--- src/rtl/sobel_edge_filter.sv ---
// sobel_edge_filter: 3-stage Sobel |Gx|+|Gy| with saturation, threshold and frame-done pulse
module sobel_edge_filter #(
    parameter int P_FRAME_COLUMNS     = 640,
    parameter int P_FRAME_ROWS        = 480,
    parameter int P_SUBPIXEL_DEPTH    = 8,
    parameter int P_FRAME_COLUMN_BITS = $clog2(P_FRAME_COLUMNS),
    parameter int P_FRAME_ROW_BITS    = $clog2(P_FRAME_ROWS),
    parameter int P_MATRIX_BITS       = 8*P_SUBPIXEL_DEPTH
) (
    input  logic                           I_CLK,
    input  logic                           I_RESET,
    input  logic [P_FRAME_COLUMN_BITS-1:0] I_PIXEL_COLUMN,
    input  logic [P_FRAME_ROW_BITS-1:0]    I_PIXEL_ROW,
    input  logic [P_MATRIX_BITS-1:0]       I_PIXEL_MATRIX,
    input  logic                           I_PIXEL_MATRIX_READY,
    input  logic [P_SUBPIXEL_DEPTH-1:0]    I_THRESHOLD,
    output logic [P_FRAME_COLUMN_BITS-1:0] O_PIXEL_COLUMN,
    output logic [P_FRAME_ROW_BITS-1:0]    O_PIXEL_ROW,
    output logic [P_SUBPIXEL_DEPTH-1:0]    O_PIXEL,
    output logic                           O_PIXEL_EDGE,
    output logic                           O_PIXEL_READY,
    output logic                           O_FRAME_DONE
);
    localparam int D = P_SUBPIXEL_DEPTH;

    logic [D-1:0] tl, t, tr, ml, mr, bl, b, br;
    logic [D+1:0] gx_p, gx_n, gy_p, gy_n;
    logic         last;

    logic [D+1:0]                   s1_gx_p, s1_gx_n, s1_gy_p, s1_gy_n;
    logic [P_FRAME_COLUMN_BITS-1:0] s1_col, s2_col;
    logic [P_FRAME_ROW_BITS-1:0]    s1_row, s2_row;
    logic [D-1:0]                   s1_thr, s2_thr;
    logic                           s1_valid, s1_last, s2_valid, s2_last;

    logic [D+1:0] ax, ay, s2_ax, s2_ay;
    logic [D+2:0] mag;
    logic [D-1:0] pix;

    always_comb begin
        {tl, t, tr, ml, mr, bl, b, br} = I_PIXEL_MATRIX;
        gx_p = {2'b0, tr} + {1'b0, mr, 1'b0} + {2'b0, br};
        gx_n = {2'b0, tl} + {1'b0, ml, 1'b0} + {2'b0, bl};
        gy_p = {2'b0, bl} + {1'b0, b, 1'b0}  + {2'b0, br};
        gy_n = {2'b0, tl} + {1'b0, t, 1'b0}  + {2'b0, tr};
        last = (I_PIXEL_COLUMN == P_FRAME_COLUMN_BITS'(P_FRAME_COLUMNS-3)) &&
               (I_PIXEL_ROW == P_FRAME_ROW_BITS'(P_FRAME_ROWS-3));
        ax   = (s1_gx_p >= s1_gx_n) ? s1_gx_p - s1_gx_n : s1_gx_n - s1_gx_p;
        ay   = (s1_gy_p >= s1_gy_n) ? s1_gy_p - s1_gy_n : s1_gy_n - s1_gy_p;
        mag  = {1'b0, s2_ax} + {1'b0, s2_ay};
        pix  = (|mag[D+2:D]) ? {D{1'b1}} : mag[D-1:0];
    end

    always_ff @(posedge I_CLK) begin
        if (I_RESET) begin
            s1_gx_p <= '0; s1_gx_n <= '0; s1_gy_p <= '0; s1_gy_n <= '0;
            s1_col <= '0; s1_row <= '0; s1_thr <= '0; s1_valid <= 1'b0; s1_last <= 1'b0;
            s2_ax <= '0; s2_ay <= '0;
            s2_col <= '0; s2_row <= '0; s2_thr <= '0; s2_valid <= 1'b0; s2_last <= 1'b0;
            O_PIXEL_COLUMN <= '0;
            O_PIXEL_ROW    <= '0;
            O_PIXEL        <= '0;
            O_PIXEL_EDGE   <= 1'b0;
            O_PIXEL_READY  <= 1'b0;
            O_FRAME_DONE   <= 1'b0;
        end else begin
            s1_gx_p  <= gx_p;
            s1_gx_n  <= gx_n;
            s1_gy_p  <= gy_p;
            s1_gy_n  <= gy_n;
            s1_col   <= I_PIXEL_COLUMN + 1'b1;
            s1_row   <= I_PIXEL_ROW + 1'b1;
            s1_thr   <= I_THRESHOLD;
            s1_valid <= I_PIXEL_MATRIX_READY;
            s1_last  <= I_PIXEL_MATRIX_READY & last;
            s2_ax    <= ax;
            s2_ay    <= ay;
            s2_col   <= s1_col;
            s2_row   <= s1_row;
            s2_thr   <= s1_thr;
            s2_valid <= s1_valid;
            s2_last  <= s1_last;
            O_PIXEL_COLUMN <= s2_col;
            O_PIXEL_ROW    <= s2_row;
            O_PIXEL        <= pix;
            O_PIXEL_EDGE   <= pix >= s2_thr;
            O_PIXEL_READY  <= s2_valid;
            O_FRAME_DONE   <= s2_valid & s2_last;
        end
    end
endmodule
--- config.mk ---
export PLATFORM = sky130hd
export DESIGN_NAME = sobel_edge_filter
export DESIGN_NICKNAME = d
export VERILOG_FILES = /design/src/rtl/sobel_edge_filter.sv
export SDC_FILE = /design/constraint.sdc
export NUM_CORES = 1
export LEC_CHECK = 0
export CAP_MARGIN = 10
export CORE_UTILIZATION = 50
export DETAILED_ROUTE_END_ITERATION = 10
export PLACE_DENSITY = 0.87
export SLEW_MARGIN = 20
export SYNTH_ARGS = -nofsm -noshare
export SYNTH_HDL_FRONTEND = slang
export SYNTH_SLANG_ARGS = --single-unit
--- constraint.sdc ---
create_clock -name I_CLK -period 3.7 [get_ports I_CLK]
set_clock_uncertainty 0.2 [all_clocks]
set_input_delay 0.74 -clock I_CLK [delete_from_list [all_inputs] [get_ports I_CLK]]
set_output_delay 0.74 -clock I_CLK [all_outputs]
set_load 0.02 [all_outputs]
==> flow_metrics.py, run 1 <==
metrics = {
    "detailed_routing": {
        "wl_um": 18300,
        "via_count": 6430,
        "first_pass_iters": 5,
        "drtAntennaViolNets": 0,
        "post_drt_via_cell_ratio": 5.14,
        "drcViolationCount": 0,
        "first_iter_violations": 357,
        "post_drt_wl_per_cell_um": 14.6,
    },
    "global_route": {
        "use_met2": 0.376,
        "grt_pass1_vias": 6542,
        "top_usage_layer": "met2",
        "grtUsageTotal": 0.224,
        "grt-ovfl-total": 0,
        "grt_start_max_net_pins": 68,
        "use_met1": 0.277,
        "use_met3": 0.0527,
        "grt_pass1_wl_um": 31000,
        "antenna_found_initial": 0,
    },
    "placement": {
        "hpwl_um": 14200,
        "place_congestion": 0.873,
        "port_buffers": 123,
    },
    "clocking": {
        "clk_pin_slew_worst_paths_ns": 0.06,
        "cts.hold.buffers_added": 0,
        "cts_tree": "done",
        "cts.htree.levels": 4,
        "worst_skew_pair.late_latency_ns": 0.43,
        "clockBufferDepth": 2,
        "numCtsBuffers": 17,
        "clockRootBuffer": "clkbuf_16",
        "clock_sinks": 148,
    },
    "pwr": {
        "power_frac_seq": 0.293,
        "p_clk_frac": 0.262,
        "powerDensity_mw_per_mm2": 638,
        "swShare": 0.359,
        "total_switching_power_w": 0.00241,
        "combPwrFrac": 0.445,
        "power_leakage_nw": 4.53,
        "vdd_ir_drop_max_uv": 428,
        "power_w": 0.00670,
        "p_int_w": 0.00429,
    },
    "hold_path": {
        "hp-class": "flop to flop",
        "hold_end": "O_FRAME_DONE$_SDFF_PP0_",
        "whs_path_depth": 1,
        "min_from": "s2_last$_SDFF_PP0_",
    },
    "synth": {
        "avgSynthCellArea_um2": 9.43,
        "synth-simple-area-share": 0.183,
        "synth-adder-area-share": 0.231,
        "ys_warn_count": 0,
        "syn-instance-count": 893,
        "synth_edf_count": 0,
        "ys.flop_type": "dfxtp_1",
        "synth_top_family_by_area": "adder cells",
        "synth.net_count": 1120,
        "seq_area_frac_synth": 0.352,
        "synth_cell_types": 59,
        "synth_xor_area_frac": 0.0333,
        "synthesis.area_mm2": 0.00842,
        "synthMuxAreaShare": 0.0343,
        "synth_compound_area_frac": 0.116,
        "synth-async-reset-ratio": 0,
        "synth-seq-cells": 148,
    },
    "worst_setup_path": {
        "r2r-start": "s2_ax[0]$_SDFF_PP0_",
        "cp_max_fo": 9,
        "max_stage_delay_ns": 0.38,
        "slowest_stage": "fa_1",
        "critPathKind": "flop to flop",
        "startpoint_type": "flop",
        "crit_buf_inv": 2,
        "reg2reg_setup_slack_ns": 0.16,
        "r2r_cells": 16,
        "arrival_ns": 3.64,
        "cp_common_cell": "ha_1",
        "critPathTopFamily": "compound AO/OA/AOI/OAI gates",
        "critical_path.cell_chain": "ha_1 -> inv_1 -> fa_1 -> nand2b_1 -> a21oi_2 -> mux2_2 -> nor4b_2 -> o211a_1 -> buf_4 -> nand2_1 -> ha_1 -> a21o_1 -> a21oi_1 -> nor2b_1 -> o2111ai_1 -> a211oi_1",
        "reg2reg_to": "O_PIXEL_EDGE$_SDFF_PP0_",
        "cp.required_ns": 3.80,
        "endpoint_kind": "flop",
    },
    "layout": {
        "layout-drive-gt1-share": 0.0572,
        "final_cell_mix": "148 x dfxtp_1, 122 x clkdlybuf4s50_1, 96 x nor2b_1, 96 x ha_1, 92 x nor2_1",
        "utilization": 0.636,
        "final_common_cell": "dfxtp_1",
        "diodes": 0,
        "area_growth_pct": 24.7,
        "final_nets": 1246,
    },
    "sta": {
        "final-setup-viol-count": 0,
        "drv_slew": 0,
        "fmax_mhz": 283,
        "finalHoldViolations": 0,
        "min_period_ns": 3.54,
        "slew_headroom": 0.515,
        "rsz0062_at_grt": "false",
        "tightestPinTransition_ns": 0.728,
        "fin_crit_sh": 0.956,
    },
    "die": {
        "die_x_um": 132,
        "coreArea_mm2": 0.0165,
        "die_area_mm2": 0.0174,
        "rows": 47,
        "floorplan.initialDensity": 0.510,
        "io_pins": 124,
        "die_h_um": 132,
    },
    "run": {
        "drv_cap": 0,
    },
    "run_status": {
        "outcome": "finished, final reports clean",
    },
}
repair_timing:
item	in CTS	in global routing
resized for setup	0	2
setup buffers	0	0
setup endpoints to repair	0	1
layer usage:
metal / up-vias / share of wire
met5: - / 0
met4: 0 / 0.029
met3: 40 / 0.043
met2: 195 / 0.48
met1: 2963 / 0.45
li1: 3232 / -
flip-flops by register name, indices dropped and copies added (netlist names), 8 cells and up:
signal          flops
O_PIXEL_ROW         9
s2_row              9
s1_col             10
s1_gx_p            10
s2_ax              10
s1_thr              8
s1_gy_p            10
s1_row              9
s1_gy_n            10
s1_gx_n            10
s2_ay              10
s2_thr              8
O_PIXEL             8
s2_col             10
O_PIXEL_COLUMN     10
through the flow:
| stage | area, µm² | setup TNS (ns) | hold slack, ns | setup slack [ns] | std cells |
|---|---|---|---|---|---|
| floorplan | 8420 | 0 | 0.206 | 0.215 | 893 |
| global placement | 9890 | -0.215 | 0.211 | -0.151 | 1220 |
| detailed placement | 9890 | -0.624 | 0.217 | -0.145 | 1220 |
| CTS | 10500 | 0 | 0.231 | 0.0586 | 1251 |
| global route | 10500 | 0 | 0.245 | 0.00537 | 1251 |
| finish | 10500 | 0 | 0.226 | 0.163 | 1251 |
cell families after synthesis:
| family | after synthesis |
|---|---|
| buffers and inverters | 107 |
| xor gates and xnor gates | 32 |
| AOI/OAI and AO/OA | 148 |
| and+or+nand+nor | 298 |
| muxes | 27 |
| adders and majority gates | 133 |
| DFF | 148 |
area by class of cell:
class | instances | area, µm²
fill | 1277 | 6020
multi-input combinational | 638 | 5040
sequential | 148 | 2960
timing repair buffer | 132 | 1310
clock buffer | 20 | 467
inverter | 82 | 308
tap | 220 | 275
clock inverter | 11 | 143
cell usage after synthesis, drive strengths merged (3+ instances only):
library cell  count  area, µm²
a211oi            6       45.0
a2111oi           6       52.6
ha               96       1200
o21ai            28        140
clkbuf           16       60.1
nand3b            3       22.5
nand2            34        128
and2              4       25.0
xnor2            12        105
nor2             92        345
nand2b            9       56.3
a31oi             5       31.3
or3               3       18.8
a21boi            6       45.0
buf               9       58.8
o31a              4       35.0
a21oi            44        231
nor2b            96        601
nand3            16       85.1
and3              8       60.1
fa               37        741
xor2             20        175
inv              82        308
a21o             19        143
mux2             15        169
o21a             14        105
nor3             24        125
mux2i            12        120
dfxtp           148       2960
power groups by stage:
stage	clock [W]	combinational, W	sequential [W]
after global routing	0.00185	0.00335	0.00199
after floorplan	0	0.00208	0.00204
after global placement	0	0.00283	0.00199
final	0.00176	0.00299	0.00196
after detailed placement	0	0.00291	0.00200
after CTS	0.00178	0.00295	0.00197
worst max-delay path by stage:
stage	startpoint	to	slack [ns]	cells past startpoint
5_1_grt	s2_ax[0]$_SDFF_PP0_	O_PIXEL_EDGE$_SDFF_PP0_	0.005	16
2_1_floorplan	s2_ax[0]$_SDFF_PP0_	O_PIXEL_EDGE$_SDFF_PP0_	0.21	16
3_5_place_dp	I_PIXEL_MATRIX[49]	s1_gy_n[8]$_SDFF_PP0_	-0.15	9
4_1_cts	s2_ax[0]$_SDFF_PP0_	O_PIXEL_EDGE$_SDFF_PP0_	0.06	16
6_report	s2_ax[0]$_SDFF_PP0_	O_PIXEL_EDGE$_SDFF_PP0_	0.16	16
3_3_place_gp	I_PIXEL_MATRIX[49]	s1_gy_n[8]$_SDFF_PP0_	-0.15	9
Power figures use the tool's default switching activity.
==> inputs of run 2 (changes only) <==
--- a/config.mk
+++ b/config.mk
@@ -5,8 +5,8 @@
 export SDC_FILE = /design/constraint.sdc
 export NUM_CORES = 1
 export LEC_CHECK = 0
-export CAP_MARGIN = 10
 export CORE_UTILIZATION = 50
+export CTS_CLUSTER_DIAMETER = 120
 export DETAILED_ROUTE_END_ITERATION = 10
 export PLACE_DENSITY = 0.87
 export SLEW_MARGIN = 20
==> results of run 2 <==
No change in the layout: final DEF, timing and power equal those of run 1.
==> inputs of run 3 (changes only) <==
--- a/config.mk
+++ b/config.mk
@@ -5,10 +5,12 @@
 export SDC_FILE = /design/constraint.sdc
 export NUM_CORES = 1
 export LEC_CHECK = 0
+export ABC_CLOCK_PERIOD_IN_PS = 3700
 export CORE_UTILIZATION = 50
 export CTS_CLUSTER_DIAMETER = 120
 export DETAILED_ROUTE_END_ITERATION = 10
 export PLACE_DENSITY = 0.87
+export REMOVE_ABC_BUFFERS = 1
 export SLEW_MARGIN = 20
 export SYNTH_ARGS = -nofsm -noshare
 export SYNTH_HDL_FRONTEND = slang
==> run 3 against run 2 <==
Global-route usage shrank 1.1 points. Critical path depth unchanged. Utilization rose by 0.38 points. Hold slack got worse by 0.0011 ns. Critical endpoint unchanged.
==> flow_metrics.py, run 3 (synthesized netlist as in run 1, its figures left out) <==
metrics = {
    "run_status": {
        "outcome": "finished, final reports clean",
    },
    "layout": {
        "utilization": 0.640,
        "final_cell_mix": "147 x dfxtp_1, 122 x clkdlybuf4s50_1, 96 x nor2b_1",
        "n_fill_cell": 1334,
        "diodes": 0,
        "area_growth_pct": 25.5,
        "final_cells": 1258,
        "layout-drive-gt1-share": 0.0684,
        "final_nets": 1252,
        "final_common_cell": "dfxtp_1",
    },
    "clocking": {
        "cts.htree.levels": 4,
        "clockRootBuffer": "clkbuf_16",
        "cts_tree": "done",
        "cts.hold.buffers_added": 0,
        "numCtsBuffers": 17,
        "clk_pin_slew_worst_paths_ns": 0.07,
        "worst_skew_pair.late_latency_ns": 0.42,
        "clockBufferDepth": 2,
        "clock_sinks": 148,
    },
    "sta": {
        "tightestPinTransition_ns": 0.881,
        "slew_headroom": 0.413,
        "min_period_ns": 3.51,
        "fmax_mhz": 285,
        "drv_slew": 0,
        "fin_crit_sh": 0.948,
        "final-setup-viol-count": 0,
        "finalHoldViolations": 0,
    },
    "global_route": {
        "antenna_found_initial": 0,
        "grtUsageTotal": 0.213,
        "grt_start_max_net_pins": 83,
        "grt_pass1_vias": 6312,
        "grt-ovfl-total": 0,
        "grt_pass1_wl_um": 29600,
    },
    "pwr": {
        "power_frac_seq": 0.293,
        "p_clk_frac": 0.256,
        "vdd_ir_drop_max_uv": 374,
        "p_int_w": 0.00426,
        "swShare": 0.367,
        "powerDensity_mw_per_mm2": 637,
        "power_w": 0.00674,
        "total_switching_power_w": 0.00247,
        "combPwrFrac": 0.451,
        "power_leakage_nw": 4.57,
    },
    "placement": {
        "dpl.cell_count": 1224,
        "port_buffers": 123,
        "place_congestion": 0.920,
        "hpwl_um": 14000,
    },
    "detailed_routing": {
        "drtAntennaViolNets": 0,
        "first_iter_violations": 331,
        "drcViolationCount": 0,
        "post_drt_via_cell_ratio": 5.10,
        "first_pass_iters": 7,
        "post_drt_wl_per_cell_um": 14.2,
        "via_count": 6419,
        "wl_um": 17800,
    },
    "worst_setup_path": {
        "critPathKind": "flop to flop",
        "cp.required_ns": 3.79,
        "cp_max_fo": 5,
        "reg2reg_setup_slack_ns": 0.19,
        "r2r_cells": 16,
        "r2r-start": "s2_ax[0]$_SDFF_PP0_",
        "max_stage_delay_ns": 0.33,
        "critical_path.cell_chain": "ha_2 -> inv_1 -> fa_2 -> nand2b_4 -> a21oi_4 -> mux2_4 -> nor4b_4 -> o211a_1 -> and2_1 -> ha_1 -> nand2b_1 -> a21o_1 -> a21oi_2 -> nor2b_1 -> o2111ai_1 -> a211oi_1",
        "endpoint_kind": "flop",
        "arrival_ns": 3.60,
        "startpoint_type": "flop",
        "reg2reg_to": "O_PIXEL_EDGE$_SDFF_PP0_",
        "slowest_stage": "fa_2",
    },
    "die": {
        "die_area_mm2": 0.0174,
        "floorplan.initialDensity": 0.510,
        "coreArea_mm2": 0.0165,
        "die_x_um": 132,
        "rows": 47,
        "die_h_um": 132,
        "io_pins": 124,
    },
    "run": {
        "drv_cap": 0,
    },
    "hold_path": {
        "hp-class": "flop to flop",
        "min_from": "s2_row[3]$_SDFF_PP0_",
        "whs_path_depth": 1,
        "hold_end": "O_PIXEL_ROW[3]$_SDFF_PP0_",
    },
}
run 3: cell types whose count changed in the layout (fill, tap and decap cells not counted), sizes merged:
| cell | change |
|---|---|
| buf | +6 |
| clkinv | +3 |
| clkbuf | -2 |
| inv | +2 |
| bufinv | -1 |
| clkinvlp | -1 |
run 3: metrics by stage:
step / cell area, µm² / worst slack [ns] / setup TNS, ns / hold slack (ns)
6_report: 10600 / 0.193 / 0 / 0.225
5_1_grt: 10600 / -0.00878 / -0.00878 / 0.248
4_1_cts: 10500 / 0.0222 / 0 / 0.227
3_5_place_dp: 9910 / -0.144 / -0.625 / 0.220
3_3_place_gp: 9910 / -0.0723 / -0.143 / 0.217
2_1_floorplan: 8300 / 0.0648 / 0 / 0.206
run 3: routing by layer:
metal | track usage | vias to the layer above | share of wire
met2 | 0.375 | 163 | 0.49
met5 | 0 | - | 0
met1 | 0.263 | 2956 | 0.45
met4 | 0.0756 | 0 | 0.020
li1 | - | 3257 | -
met3 | 0.0346 | 43 | 0.036
run 3: worst max-delay path: cells and delay by family, from the launching register on:
kind | cells | cell delay, ns
buf+inv | 1 | 0.05
mux | 1 | 0.33
compound gates | 6 | 1.02
flops | 1 | 0.32
simple gates | 5 | 0.75
fa+ha+maj | 3 | 0.71
run 3: power groups by stage:
stage	sequential [W]	clock [W]	combinational, W
2_1_floorplan	0.00204	0	0.00201
5_1_grt	0.00200	0.00184	0.00338
3_5_place_dp	0.00201	0	0.00287
4_1_cts	0.00198	0.00176	0.00290
3_3_place_gp	0.00200	0	0.00279
6_report	0.00197	0.00172	0.00304
run 3: repair_timing:
action / CTS / global route
setup buffers: 0 / 2
setup endpoints to repair: 0 / 1
resized for setup: 0 / 10
run 3: worst max-delay path by stage:
stage | slack (ns) | end | cells past startpoint | start
floorplan | 0.06 | O_PIXEL_EDGE$_SDFF_PP0_ | 16 | s2_ax[0]$_SDFF_PP0_
finish | 0.19 | O_PIXEL_EDGE$_SDFF_PP0_ | 16 | s2_ax[0]$_SDFF_PP0_
CTS | 0.02 | O_PIXEL_EDGE$_SDFF_PP0_ | 16 | s2_ax[0]$_SDFF_PP0_
global route | -0.009 | O_PIXEL_EDGE$_SDFF_PP0_ | 16 | s2_ax[0]$_SDFF_PP0_
global placement | -0.07 | s1_gx_p[7]$_SDFF_PP0_ | 11 | I_PIXEL_MATRIX[1]
detailed placement | -0.14 | s1_gx_p[7]$_SDFF_PP0_ | 11 | I_PIXEL_MATRIX[1]
run 3: area by class of cell:
class	count	area, µm²	share of cell area
timing repair buffer	138	1340	0.127
clock buffer	18	439	0.0415
tap	220	275	0.0260
inverter	82	308	0.0291
multi-input combinational	638	5080	0.481
sequential	148	2960	0.280
clock inverter	14	163	0.0154
